**src/rtl/router_output_arbiter.sv**
```systemverilog
// router_output_arbiter: drains three first-word-fall-through FIFOs round-robin into one valid/ready byte stream.
// Each grant stops after BURST_MAX bytes or when its FIFO empties.
module router_output_arbiter #(
  parameter int BURST_MAX = 4
) (
  input  logic        clk,
  input  logic        resetn,
  input  logic [2:0]  vld_in,
  input  logic [7:0]  data_in_0,
  input  logic [7:0]  data_in_1,
  input  logic [7:0]  data_in_2,
  output logic [2:0]  read_enb,
  output logic        m_valid,
  output logic [7:0]  m_data,
  output logic [1:0]  m_chan,
  input  logic        m_ready,
  output logic [15:0] tx_count
);
  typedef enum logic {ARB, SERVE} state_t;
  state_t state, state_nx;
  logic [1:0] cur, cur_nx, last, last_nx, p1, p2, grant, m_chan_nx;
  logic [3:0] burst_cnt, burst_nx, vld4;
  logic [7:0] din, m_data_nx;
  logic pop, m_valid_nx;
  assign vld4 = {1'b0, vld_in};
  assign p1 = (last == 2'd2) ? 2'd0 : last + 2'd1;
  assign p2 = (p1 == 2'd2) ? 2'd0 : p1 + 2'd1;
  assign grant = vld4[p1] ? p1 : vld4[p2] ? p2 : last;
  assign din = (cur == 2'd0) ? data_in_0 : (cur == 2'd1) ? data_in_1 : data_in_2;
  // A pop needs a non-empty head and an output register that is empty or being drained this cycle.
  assign pop = (state == SERVE) && vld4[cur] && (!m_valid || m_ready);
  assign read_enb = {3{pop}} & {cur == 2'd2, cur == 2'd1, cur == 2'd0};
  always_comb begin
    state_nx = state;
    cur_nx = cur;
    last_nx = last;
    burst_nx = burst_cnt;
    m_valid_nx = pop | (m_valid & ~m_ready);
    m_data_nx = pop ? din : m_data;
    m_chan_nx = pop ? cur : m_chan;
    if (state == ARB) begin
      if (|vld_in) begin
        state_nx = SERVE;
        cur_nx = grant;
        burst_nx = 4'd0;
      end
    end else begin
      burst_nx = burst_cnt + 4'(pop);
      if (!vld4[cur] || (pop && burst_cnt == 4'(BURST_MAX - 1))) begin
        state_nx = ARB;
        last_nx = cur;
      end
    end
  end
  always_ff @(posedge clk) begin
    if (!resetn) begin
      state <= ARB;
      cur <= 2'd0;
      last <= 2'd2;
      burst_cnt <= 4'd0;
      m_valid <= 1'b0;
      m_data <= 8'h00;
      m_chan <= 2'd0;
      tx_count <= 16'd0;
    end else begin
      state <= state_nx;
      cur <= cur_nx;
      last <= last_nx;
      burst_cnt <= burst_nx;
      m_valid <= m_valid_nx;
      m_data <= m_data_nx;
      m_chan <= m_chan_nx;
      tx_count <= tx_count + 16'(m_valid && m_ready);
    end
  end
endmodule
```
**config.mk**
```make
export PLATFORM = sky130hd
export DESIGN_NAME = router_output_arbiter
export DESIGN_NICKNAME = d
export VERILOG_FILES = /design/src/rtl/router_output_arbiter.sv
export SDC_FILE = /design/constraint.sdc
export NUM_CORES = 1
export LEC_CHECK = 0
export ABC_CLOCK_PERIOD_IN_PS = 5730
export BUFFER_PORTS_ARGS = -buffer_cell sky130_fd_sc_hd__clkbuf_2
export CAP_MARGIN = 20
export CORE_MARGIN = 1
export CORE_UTILIZATION = 54
export DETAILED_ROUTE_END_ITERATION = 10
export PLACE_DENSITY = 0.9
export SYNTH_ARGS = -nofsm -noshare
export SYNTH_HDL_FRONTEND = slang
export SYNTH_SLANG_ARGS = --single-unit
export TNS_END_PERCENT = 100
```
**constraint.sdc**
```tcl
create_clock -name clk -period 5.73 [get_ports clk]
set_input_delay 1.146 -clock clk [delete_from_list [all_inputs] [get_ports clk]]
set_output_delay 1.146 -clock clk [all_outputs]
set_load 0.005 [all_outputs]
```
; Yosys cells after proc, flatten, opt, wreduce, memory -nomap -nowiden
; Cells that the tools add are included.
[totals]
register_bits = 36
input_bits = 30
out_inout_bits = 30
word_cells = 55
[classes]
add_sub_neg = 4
order_cmp = 3
n_eq_ne = 5
n_mux = 17
bitwise_logic = 5
reduce_logical = 13
[op_table]
columns = operator, count
row1 = 16-bit by 1-bit adder with 16-bit output, 1
row2 = 8-bit 2-to-1 mux, 2
row3 = 2-bit by 3-bit less-than comparator with 1-bit output (second input constant), 3
row4 = 2-bit 2-to-1 mux, 4
row5 = 4-bit 2-to-1 mux, 2
row6 = 1-bit binary-select mux with 2-bit select, 3
row7 = 2-bit == test (second input constant), 3
row8 = 1-bit 2-to-1 mux, 6
row9 = 2-bit by 1-bit adder with 2-bit output (second input constant), 2
row10 = 4-bit by 1-bit adder with 4-bit output, 1
row11 = 4-bit by 2-bit == test with 1-bit output (second input constant), 1
row12 = 1-bit logical AND, 4
row13 = 2-bit AND reduction, 2
row14 = 3-bit AND, 1
row15 = 3-bit OR reduction, 1
row16 = 2-bit by 1-bit == test with 1-bit output (second input constant), 1
row17 = 1-bit zero test, 2
row18 = 2-bit zero test, 1
row19 = 1-bit logical OR, 2
row20 = 1-bit inverter, 2
row21 = 2-bit nonzero test, 1
row22 = 1-bit AND, 1
row23 = 1-bit OR, 1

; Depth between registers and ports, before layout
; Gate-level depths: netlist of run 1.
[logic_depth]
depth_word = 8
ltp_mapped = 11
depth_no_buf = 9

; Worst setup path after synthesis of run 1
; Ideal clock, no wire load.
[synth_timing]
kind = input to output
from = input m_ready
to = output read_enb[0]
arrival_time_ps = 1682
required_time_ps = 4584
setup_slack_ps = 2902
cell_stages = 3
n_path_buf = 0
cell_sequence = nand2b_1 -> nand2_1 -> nor4b_1
[synth_between]
elab_chain_len = 3
[synth_lines]
columns = item, line
row1 = "start, declared", 16  ; input logic m_ready,
row2 = 1-bit logical OR, 31  ; assign pop = (state == SERVE) && vld4[cur] && (!m_valid || m_ready);
row3 = 1-bit logical AND, 31
row4 = 3-bit AND, 32  ; assign read_enb = {3{pop}} & {cur == 2'd2, cur == 2'd1, cur == 2'd0};
row5 = "end, declared", 12  ; output logic [2:0] read_enb,
; No other way between the ends.

; Worst setup path after layout of run 1
; Ends and elaborated chain as after synthesis.

==> impl_metrics.ini, run 1 <==
[sta]
finalHoldViolCount = 0
clock.fmax_mhz = 322
worst_pin_slew_ns = 0.806
timing.final.crit_share_pct = 54.3
setup_tns_ns = 0
slew_viol_final = 0
finalSetupViolCount = 0
maxSlewHeadroom_pct = 46.3
rsz0062_at_grt = false
finClkSkew_ns = 0.00254
period_minus_slack_ns = 3.11

[worst_setup_path]
critPathMaxFanout = 4
r2r_start = cur[0]
end_kind = primary output
crit_type = in2out
reg2reg_setup_slack_ns = 3.05
r2r-end = burst_cnt[2]
crit_end = read_enb[0]
crit_path_start_kind = input port
reg2reg_depth = 9
cp.required_ns = 4.58
arrival_ns = 1.96
cp-startpoint = m_ready

[synthesis]
synth_nets = 250
synth_cell_types = 37
yosysSeqAreaShare_pct = 39.4
synth_top_family_by_area = simple AND/OR/NAND/NOR gates
netlist_top_cells_area = dfxtp_1, mux2i_1, nand2_1, and2_1, nand4_1
synth_area_per_cell_um2 = 8.47
synthMuxAreaShare_pct = 7.11
synth_common_cells = dfxtp_1, nand2_1, and2_1, mux2i_1, nand4_1
synth-compound-area-share_pct = 11.1
ys_ff_latch = 36
yosys.area_share.simple_pct = 30.6
synthFlopType = dfxtp_1
synth_xor_area_share_pct = 5.74
synth_area_um2 = 1830
synthAdderAreaFrac_pct = 2.73
syn_inst = 216
synth_edf_count = 0
synth.largest_area_cell = dfxtp_1
yosysMostFrequentCell = dfxtp_1
ys_async_sr_fraction_pct = 0
ys_warn_count = 0
synth.top_cell.area_share_pct = 39.4

[global_routing]
grt_pass1_wl_um = 6220
antenna_found_initial = 0
overflow = 0
grt_start_max_net_pins = 51
grt_pass1_vias = 1421
track_usage_pct = 23.3

[cts]
clock_path_buffers = 2
worstSkewPairLatency_ns = 0.33
cts_root_buf = clkbuf_4
cts_tree = done
cts_inserted_buffers = 5
post_cts_resized = 0
cts.hold.buffers_added = 0
cts_num_sinks = 36
path_clk_slew_ns = 0.10
postCtsSetupBuffers = 0
htree_levels = 2

[placement]
io_buffers = 59
hpwl_um = 2920
dpl_cell_area_um2 = 2130
gp_congestion = 0.809

[routing]
route.met3.wl_um = 159
wire_per_inst_um = 12.6
first_iter_violations = 68
drcViolationCount = 0
routed_wl_um = 3960
met1_length_um = 1820
vias = 1693
drt-pass1-iter-count = 4
top_layer = met4
wl_met2_um = 1920
postRouteAntennaNets = 0
avgViaCountPerCell = 5.39

[final_layout]
stdcell_area_um2 = 2200
drive_gt1_share_pct = 27.0
synthToLayoutAreaGrowth_pct = 20.0
nNetsFinal = 304
final_util_pct = 70.2
n_antenna_cell = 0

[die]
rows = 20
die_h_um = 60.2
die_w_um = 60.2
ios = 60
die_area_um2 = 3630
start_util_pct = 58.5
core_um2 = 3130

[power_and_ir_drop]
p_per_area_nw_per_um2 = 222
leakage_nw = 0.965
finalPower_mw = 0.488
vdd_drop_max_uv = 164

[flow_run]
maxCapViolations = 0

[run_status]
status = complete, no violations

[worst_hold_path]
hold_path.class = reg2reg
-- layout make-up --
cell class              instances  area [um2]
inverters                       3        11.3
well taps                      44        55.1
multi-input cells             165        1050
repair buffers                 59         295
clock buffers                   7        65.1
fillers                       250         932
flip-flops and latches         36         721
-- power by group --
part	internal [mW]	switching, mW	total (mW)
sequential	0.260	0.0148	0.274
combinational	0.0313	0.0354	0.0667
clock	0.0696	0.0777	0.147
total	0.361	0.128	0.488
-- stage by stage --
stage	setup slack (ns)	cells	hold slack, ns
2_1_floorplan	2.90	216	0.443
3_3_place_gp	2.68	307	0.435
3_5_place_dp	2.59	307	0.448
4_1_cts	2.59	314	0.462
5_1_grt	2.51	314	0.483
6_report	2.62	314	0.458
-- sequential cells by signal (all words and copies together) (netlist names) --
name	flops
last	2
m_chan	2
state	1
cur	2
m_valid	1
m_data	8
burst_cnt	4
tx_count	16
-- cell families after synthesis --
logic type                 Yosys count
AOI/OAI and AO/OA                   33
adders and majority gates            4
xor gates and xnor gates            12
buffers and inverters               15
DFF                                 36
and+or+nand+nor                    103
muxes                               13
-- critical path: stages --
cell	delay [ns]
clkbuf_2	0.08
nand2b_1	0.12
nand2_1	0.12
nor4b_1	0.33
clkbuf_2	0.17
-- placed cells by master (no fill, tap or decap), types with 5 or more instances in the layout --
cell,instances
clkbuf_2,59
dfxtp_1,36
nand2_1,33
and2_1,15
mux2i_1,13
nand4_1,13
o21ai_0,12
nor2_1,11
nor3_1,7
o21ai_1,7
xor2_1,6
xnor2_1,6
clkbuf_4,5
-- metal layers --
layer,up-vias,global-route usage [%]
met3,6,5.84
met5,-,0
met2,40,37.4
met4,0,9.63
met1,776,29.6
li1,871,-
-- worst min path at each step --
stage / start / to / slack, ns / cells past startpoint
detailed placement: m_data[6] / m_data[6] / 0.45 / 2
finish: m_data[3] / m_data[3] / 0.46 / 2
floorplan: last[0] / last[0] / 0.44 / 2
CTS: m_data[6] / m_data[6] / 0.46 / 2
global route: m_data[3] / m_data[3] / 0.48 / 2
global placement: m_data[4] / m_data[4] / 0.44 / 2
Power figures use the tool's default switching activity.
==> run 2, diff against run 1 <==
--- a/config.mk
+++ b/config.mk
@@ -5,13 +5,13 @@
 export SDC_FILE = /design/constraint.sdc
 export NUM_CORES = 1
 export LEC_CHECK = 0
-export ABC_CLOCK_PERIOD_IN_PS = 5730
+export ABC_CLOCK_PERIOD_IN_PS = 3200
 export BUFFER_PORTS_ARGS = -buffer_cell sky130_fd_sc_hd__clkbuf_2
 export CAP_MARGIN = 20
 export CORE_MARGIN = 1
-export CORE_UTILIZATION = 54
+export CORE_UTILIZATION = 50
 export DETAILED_ROUTE_END_ITERATION = 10
-export PLACE_DENSITY = 0.9
+export PLACE_DENSITY = 0.85
 export SYNTH_ARGS = -nofsm -noshare
 export SYNTH_HDL_FRONTEND = slang
 export SYNTH_SLANG_ARGS = --single-unit
==> constraint.sdc (replaced) <==
create_clock -name clk -period 3.2 [get_ports clk]
set_input_delay 0.64 -clock clk [delete_from_list [all_inputs] [get_ports clk]]
set_output_delay 0.64 -clock clk [all_outputs]
set_load 0.005 [all_outputs]
==> impl_metrics.ini, run 2 (same netlist as run 1, synthesis figures left out) <==
[final_layout]
n_antenna_cell = 0
nNetsFinal = 304
final_common_cell = clkbuf_2
final_cell_mix = clkbuf_2, dfxtp_1, nand2_1
reg.largest.list = tx_count (16), m_data (8), burst_cnt (4)
fin_cells = 316
drive_gt1_share_pct = 27.0
top_register = tx_count
synthToLayoutAreaGrowth_pct = 20.1
largest_reg_flops = 16

[cts]
cts.hold.buffers_added = 0
clock_path_buffers = 2
cts_tree = done
cts_num_sinks = 36
path_clk_slew_ns = 0.10
post_cts_resized = 0
postCtsSetupBuffers = 0
cts_root_buf = clkbuf_4
worstSkewPairLatency_ns = 0.34
htree_levels = 2
cts_inserted_buffers = 5

[worst_setup_path]
max_stage_delay_ns = 0.74
r2r_start = cur[0]
reg2reg_setup_slack_ns = 0.54
cpMaxStageDelayCell = dfxtp_1
critPathMaxFanout = 14
crit_path_start_kind = flip-flop
cp_cell_sequence = mux2i_1 -> o21a_1 -> nor2_1 -> ha_1 -> ha_1 -> nand2_1 -> xnor2_1 -> nand2_1 -> nor2_1
r2r-end = burst_cnt[2]
arrival_ns = 2.94
end_kind = flip-flop
crit_type = reg2reg
reg2reg_depth = 9
cp.required_ns = 3.48

[routing]
wire_per_inst_um = 12.1
met1_length_um = 1710
routed_wl_um = 3820
vias = 1692
route.met3.wl_um = 172
first_iter_violations = 101
top_layer = met4
wl_met2_um = 1880
drt-pass1-iter-count = 4
avgViaCountPerCell = 5.35
drcViolationCount = 0
postRouteAntennaNets = 0

[power_and_ir_drop]
leakage_nw = 0.965
p_comb_share_pct = 13.6
vdd_drop_max_uv = 260
p_switching_mw = 0.232
pwr-share-clk_pct = 30.5
p_per_area_nw_per_um2 = 399
swShare_pct = 26.4
p_seq_share_pct = 55.9
intPower_mw = 0.646
finalPower_mw = 0.877

[worst_hold_path]
hold_depth = 2
hold_path_end = m_data[7]
hold_path.class = reg2reg
min_from = m_data[7]

[die]
rows = 21
die_area_um2 = 3910
start_util_pct = 53.6
die_h_um = 62.5
core_um2 = 3420
die_w_um = 62.5
ios = 60

[sta]
finalSetupViolCount = 0
finalHoldViolCount = 0
rsz0062_at_grt = false
slew_viol_final = 0
maxSlewHeadroom_pct = 45.8
setup_ws_ns = 0.536
period_minus_slack_ns = 2.66
clock.fmax_mhz = 375
timing.final.crit_share_pct = 83.2
setup_tns_ns = 0
worst_pin_slew_ns = 0.813
finClkSkew_ns = 0.0131

[global_routing]
antenna_found_initial = 0
grt_pass1_wl_um = 6520
track_usage_pct = 20.9
overflow = 0
grt_start_max_net_pins = 51
grt_pass1_vias = 1504

[placement]
io_buffers = 59
dp_slack_ns = 0.585
gp_congestion = 0.842
dp_cells = 309
hpwl_um = 2850

[run_status]
status = complete, no violations

[flow_run]
maxCapViolations = 0
-- run 2: cell counts in the layout (fill, tap and decap cells not counted) --
No cell type changed its count.
-- run 2: worst max-delay path: cells and delay by family, from the launching register on --
kind                       cells  cell delay [ns]
DFF                            1             0.74
adders and majority gates      2             0.44
AOI/OAI and AO/OA              1             0.24
and+or+nand+nor                4             0.79
xor gates and xnor gates       1             0.15
muxes                          1             0.24
-- run 2: routing by layer --
metal / vias to the layer above / track usage, %
met2: 37 / 33.3
met1: 784 / 25.4
met3: 6 / 6.57
met5: - / 0
li1: 865 / -
met4: 0 / 10.2
-- run 2: through the flow --
step / hold slack, ns / cell area, um2 / util [%]
final: 0.456 / 2200 / 64.4
after global routing: 0.477 / 2200 / 64.4
after CTS: 0.461 / 2200 / 64.4
after detailed placement: 0.446 / 2130 / 62.5
after global placement: 0.438 / 2130 / 62.5
after floorplan: 0.443 / 1830 / -
-- run 2: cell type report --
class / count / area [um2]
fill: 318 / 1220
sequential: 36 / 721
timing repair buffer: 59 / 295
inverter: 3 / 11.3
tap: 46 / 57.6
clock buffer: 7 / 65.1
multi-input combinational: 165 / 1050
-- run 2: worst max path at each step --
stage | startpoint | to | slack, ns | depth (start not counted)
2_1_floorplan | vld_in[1] | burst_cnt[1] | 1.21 | 8
3_3_place_gp | vld_in[1] | burst_cnt[1] | 0.70 | 8
3_5_place_dp | cur[0] | burst_cnt[2] | 0.59 | 9
4_1_cts | cur[0] | burst_cnt[2] | 0.54 | 9
5_1_grt | cur[0] | burst_cnt[2] | 0.35 | 9
6_report | cur[0] | burst_cnt[2] | 0.54 | 9
-- run 2: power by group through the flow --
| stage | Clock (mW) | Sequential, mW | Combinational, mW |
|---|---|---|---|
| final | 0.267 | 0.491 | 0.119 |
| after global routing | 0.292 | 0.495 | 0.133 |
| after CTS | 0.272 | 0.491 | 0.120 |
| after detailed placement | 0 | 0.501 | 0.119 |
| after global placement | 0 | 0.499 | 0.118 |
| after floorplan | 0 | 0.485 | 0.0894 |
==> run 3, diff against run 2 <==
--- a/config.mk
+++ b/config.mk
@@ -5,7 +5,8 @@
 export SDC_FILE = /design/constraint.sdc
 export NUM_CORES = 1
 export LEC_CHECK = 0
-export ABC_CLOCK_PERIOD_IN_PS = 3200
+export ABC_AREA = 1
+export ABC_CLOCK_PERIOD_IN_PS = 2600
 export BUFFER_PORTS_ARGS = -buffer_cell sky130_fd_sc_hd__clkbuf_2
 export CAP_MARGIN = 20
 export CORE_MARGIN = 1
==> constraint.sdc (replaced) <==
create_clock -name clk -period 2.6 [get_ports clk]
set_input_delay 0.52 -clock clk [delete_from_list [all_inputs] [get_ports clk]]
set_output_delay 0.52 -clock clk [all_outputs]
set_load 0.005 [all_outputs]
==> impl_metrics.ini, run 3 <==
[cts]
clock_path_buffers = 2
cts_inserted_buffers = 5
worstSkewPairLatency_ns = 0.29
postCtsSetupBuffers = 0
cts_tree = done
cts_num_sinks = 36
cts.hold.buffers_added = 0
path_clk_slew_ns = 0.07
cts_root_buf = clkbuf_8
post_cts_resized = 0
htree_levels = 2

[worst_setup_path]
cp.required_ns = 2.08
crit_family = flip-flops
reg2reg_setup_slack_ns = 0.60
cpMaxStageDelayCell = dfxtp_1
critPathMaxFanout = 16
end_kind = primary output
crit_path_start_kind = flip-flop
r2r-end = burst_cnt[2]
cp_cell_sequence = nand3_1 -> nand3_2 -> nand3_2 -> nor3_1 -> clkbuf_2
cp-startpoint = cur[1]
max_stage_delay_ns = 0.69
crit_type = reg2out
r2r_start = cur[1]
path_buf_inv = 1
arrival_ns = 1.72
reg2reg_depth = 10
cpMostUsedCell = nand3_2

[global_routing]
overflow = 0
track_usage_pct = 23.9
antenna_found_initial = 0
grt_pass1_wl_um = 7530
grt_pass1_vias = 1762
grt_start_max_net_pins = 20

[worst_hold_path]
hold_path.class = reg2reg
hold_path_end = m_chan[1]
hold_depth = 2
min_from = m_chan[1]

[power_and_ir_drop]
p_switching_mw = 0.375
pwr-share-clk_pct = 36.4
p_comb_share_pct = 17.2
intPower_mw = 0.959
leakage_nw = 1.12
swShare_pct = 28.1
p_per_area_nw_per_um2 = 580
p_seq_share_pct = 46.4
vdd_drop_max_uv = 370

[sta]
rsz0062_at_grt = false
finalSetupViolCount = 0
clock.fmax_mhz = 447
period_minus_slack_ns = 2.24
slew_viol_final = 0
maxSlewHeadroom_pct = 60.9
finalHoldViolCount = 0
worst_pin_slew_ns = 0.586
timing.final.crit_share_pct = 86.0
finClkSkew_ns = 0.00916
setup_tns_ns = 0
hold_ws_ns = 0.470
setup_ws_ns = 0.363

[synthesis]
ys_async_sr_fraction_pct = 0
synth_cell_types = 27
synth.largest_area_cell = dfxtp_1
synth_nets = 322
synth.top_cell.area_share_pct = 38.3
netlist_top_cells_area = dfxtp_1, nand2_1, nor2_1, nand3_1, inv_1
yosysMostFrequentCell = nand2_1
syn_inst = 288
ys_warn_count = 0
synth_area_um2 = 1880
synth_common_cells = nand2_1, nor2_1, dfxtp_1, inv_1, nand3_1
synth_edf_count = 0
ys_ff_latch = 36
synth_area_per_cell_um2 = 6.54
yosysSeqAreaShare_pct = 38.3
synthFlopType = dfxtp_1

[routing]
drt-pass1-iter-count = 4
first_iter_violations = 119
drcViolationCount = 0
postRouteAntennaNets = 0
avgViaCountPerCell = 5.01
routed_wl_um = 4400
wire_per_inst_um = 11.2
vias = 1972

[die]
die_h_um = 63.4
core_um2 = 3470
rows = 21
start_util_pct = 54.3
die_area_um2 = 4020
die_w_um = 63.4
ios = 60

[placement]
gp_congestion = 0.893
hpwl_um = 3180
io_buffers = 59
dp_slack_ns = 0.526

[final_layout]
final_util_pct = 66.4
reg.largest.list = tx_count (16), m_data (8), burst_cnt (4)
final_common_cell = nand2_1
top_register = tx_count
largest_reg_flops = 16
drive_gt1_share_pct = 21.3
final_cell_mix = nand2_1, clkbuf_2, nor2_1
nFillCells = 306
n_antenna_cell = 0
nNetsFinal = 381
synthToLayoutAreaGrowth_pct = 22.3

[flow_run]
maxCapViolations = 0

[run_status]
status = complete, no violations
## run 3: per-layer routing
layer	up-vias	track usage, %	wire length (um)
met5	-	0	0
met4	0	13.1	78
met3	5	3.99	248
met2	67	37.5	1980
met1	861	30.9	2090
li1	1039	-	-
## run 3: cell type report
class,instances,area (um2),area share [%]
clock buffers,5,68.8,2.99
clock inverters,3,42.5,1.85
inverters,35,131,5.70
multi-input cells,209,980,42.5
flip-flops and latches,36,721,31.3
well taps,46,57.6,2.50
repair buffers,60,303,13.1
## run 3: tightest hold or removal path, stage by stage, from the launching register on
cell,delay (ns)
dfxtp_1,0.31
nand2_1,0.06
a21oi_1,0.05
## run 3: worst max path at each step
stage,endpoint,slack [ns],cells past startpoint
floorplan,tx_count[8],0.84,9
global placement,tx_count[8],0.64,10
detailed placement,tx_count[8],0.53,10
CTS,read_enb[0],0.37,5
global route,read_enb[0],0.28,5
finish,read_enb[0],0.36,5
## run 3: cell families after synthesis
kind of cell / Yosys count / synth area share, %
DFF: 36 / 38.3
and+or+nand+nor: 174 / 40.2
AOI/OAI and AO/OA: 28 / 7.77
adders and majority gates: 4 / 2.66
buffers and inverters: 43 / 9.70
xor gates and xnor gates: 3 / 1.40
## run 3: metrics by stage
step,instances,power (mW),cell area [um2]
4_1_cts,394,1.34,2300
5_1_grt,394,1.41,2300
3_3_place_gp,386,0.853,2190
2_1_floorplan,288,0.787,1880
6_report,394,1.33,2300
3_5_place_dp,386,0.858,2190
## run 3: power groups by stage
stage          clock network [mW]  registers (mW)  logic, mW
2_1_floorplan                   0           0.617      0.170
3_5_place_dp                    0           0.631      0.228
3_3_place_gp                    0           0.629      0.224
4_1_cts                     0.494           0.618      0.230
5_1_grt                     0.520           0.623      0.265
6_report                    0.486           0.619      0.230
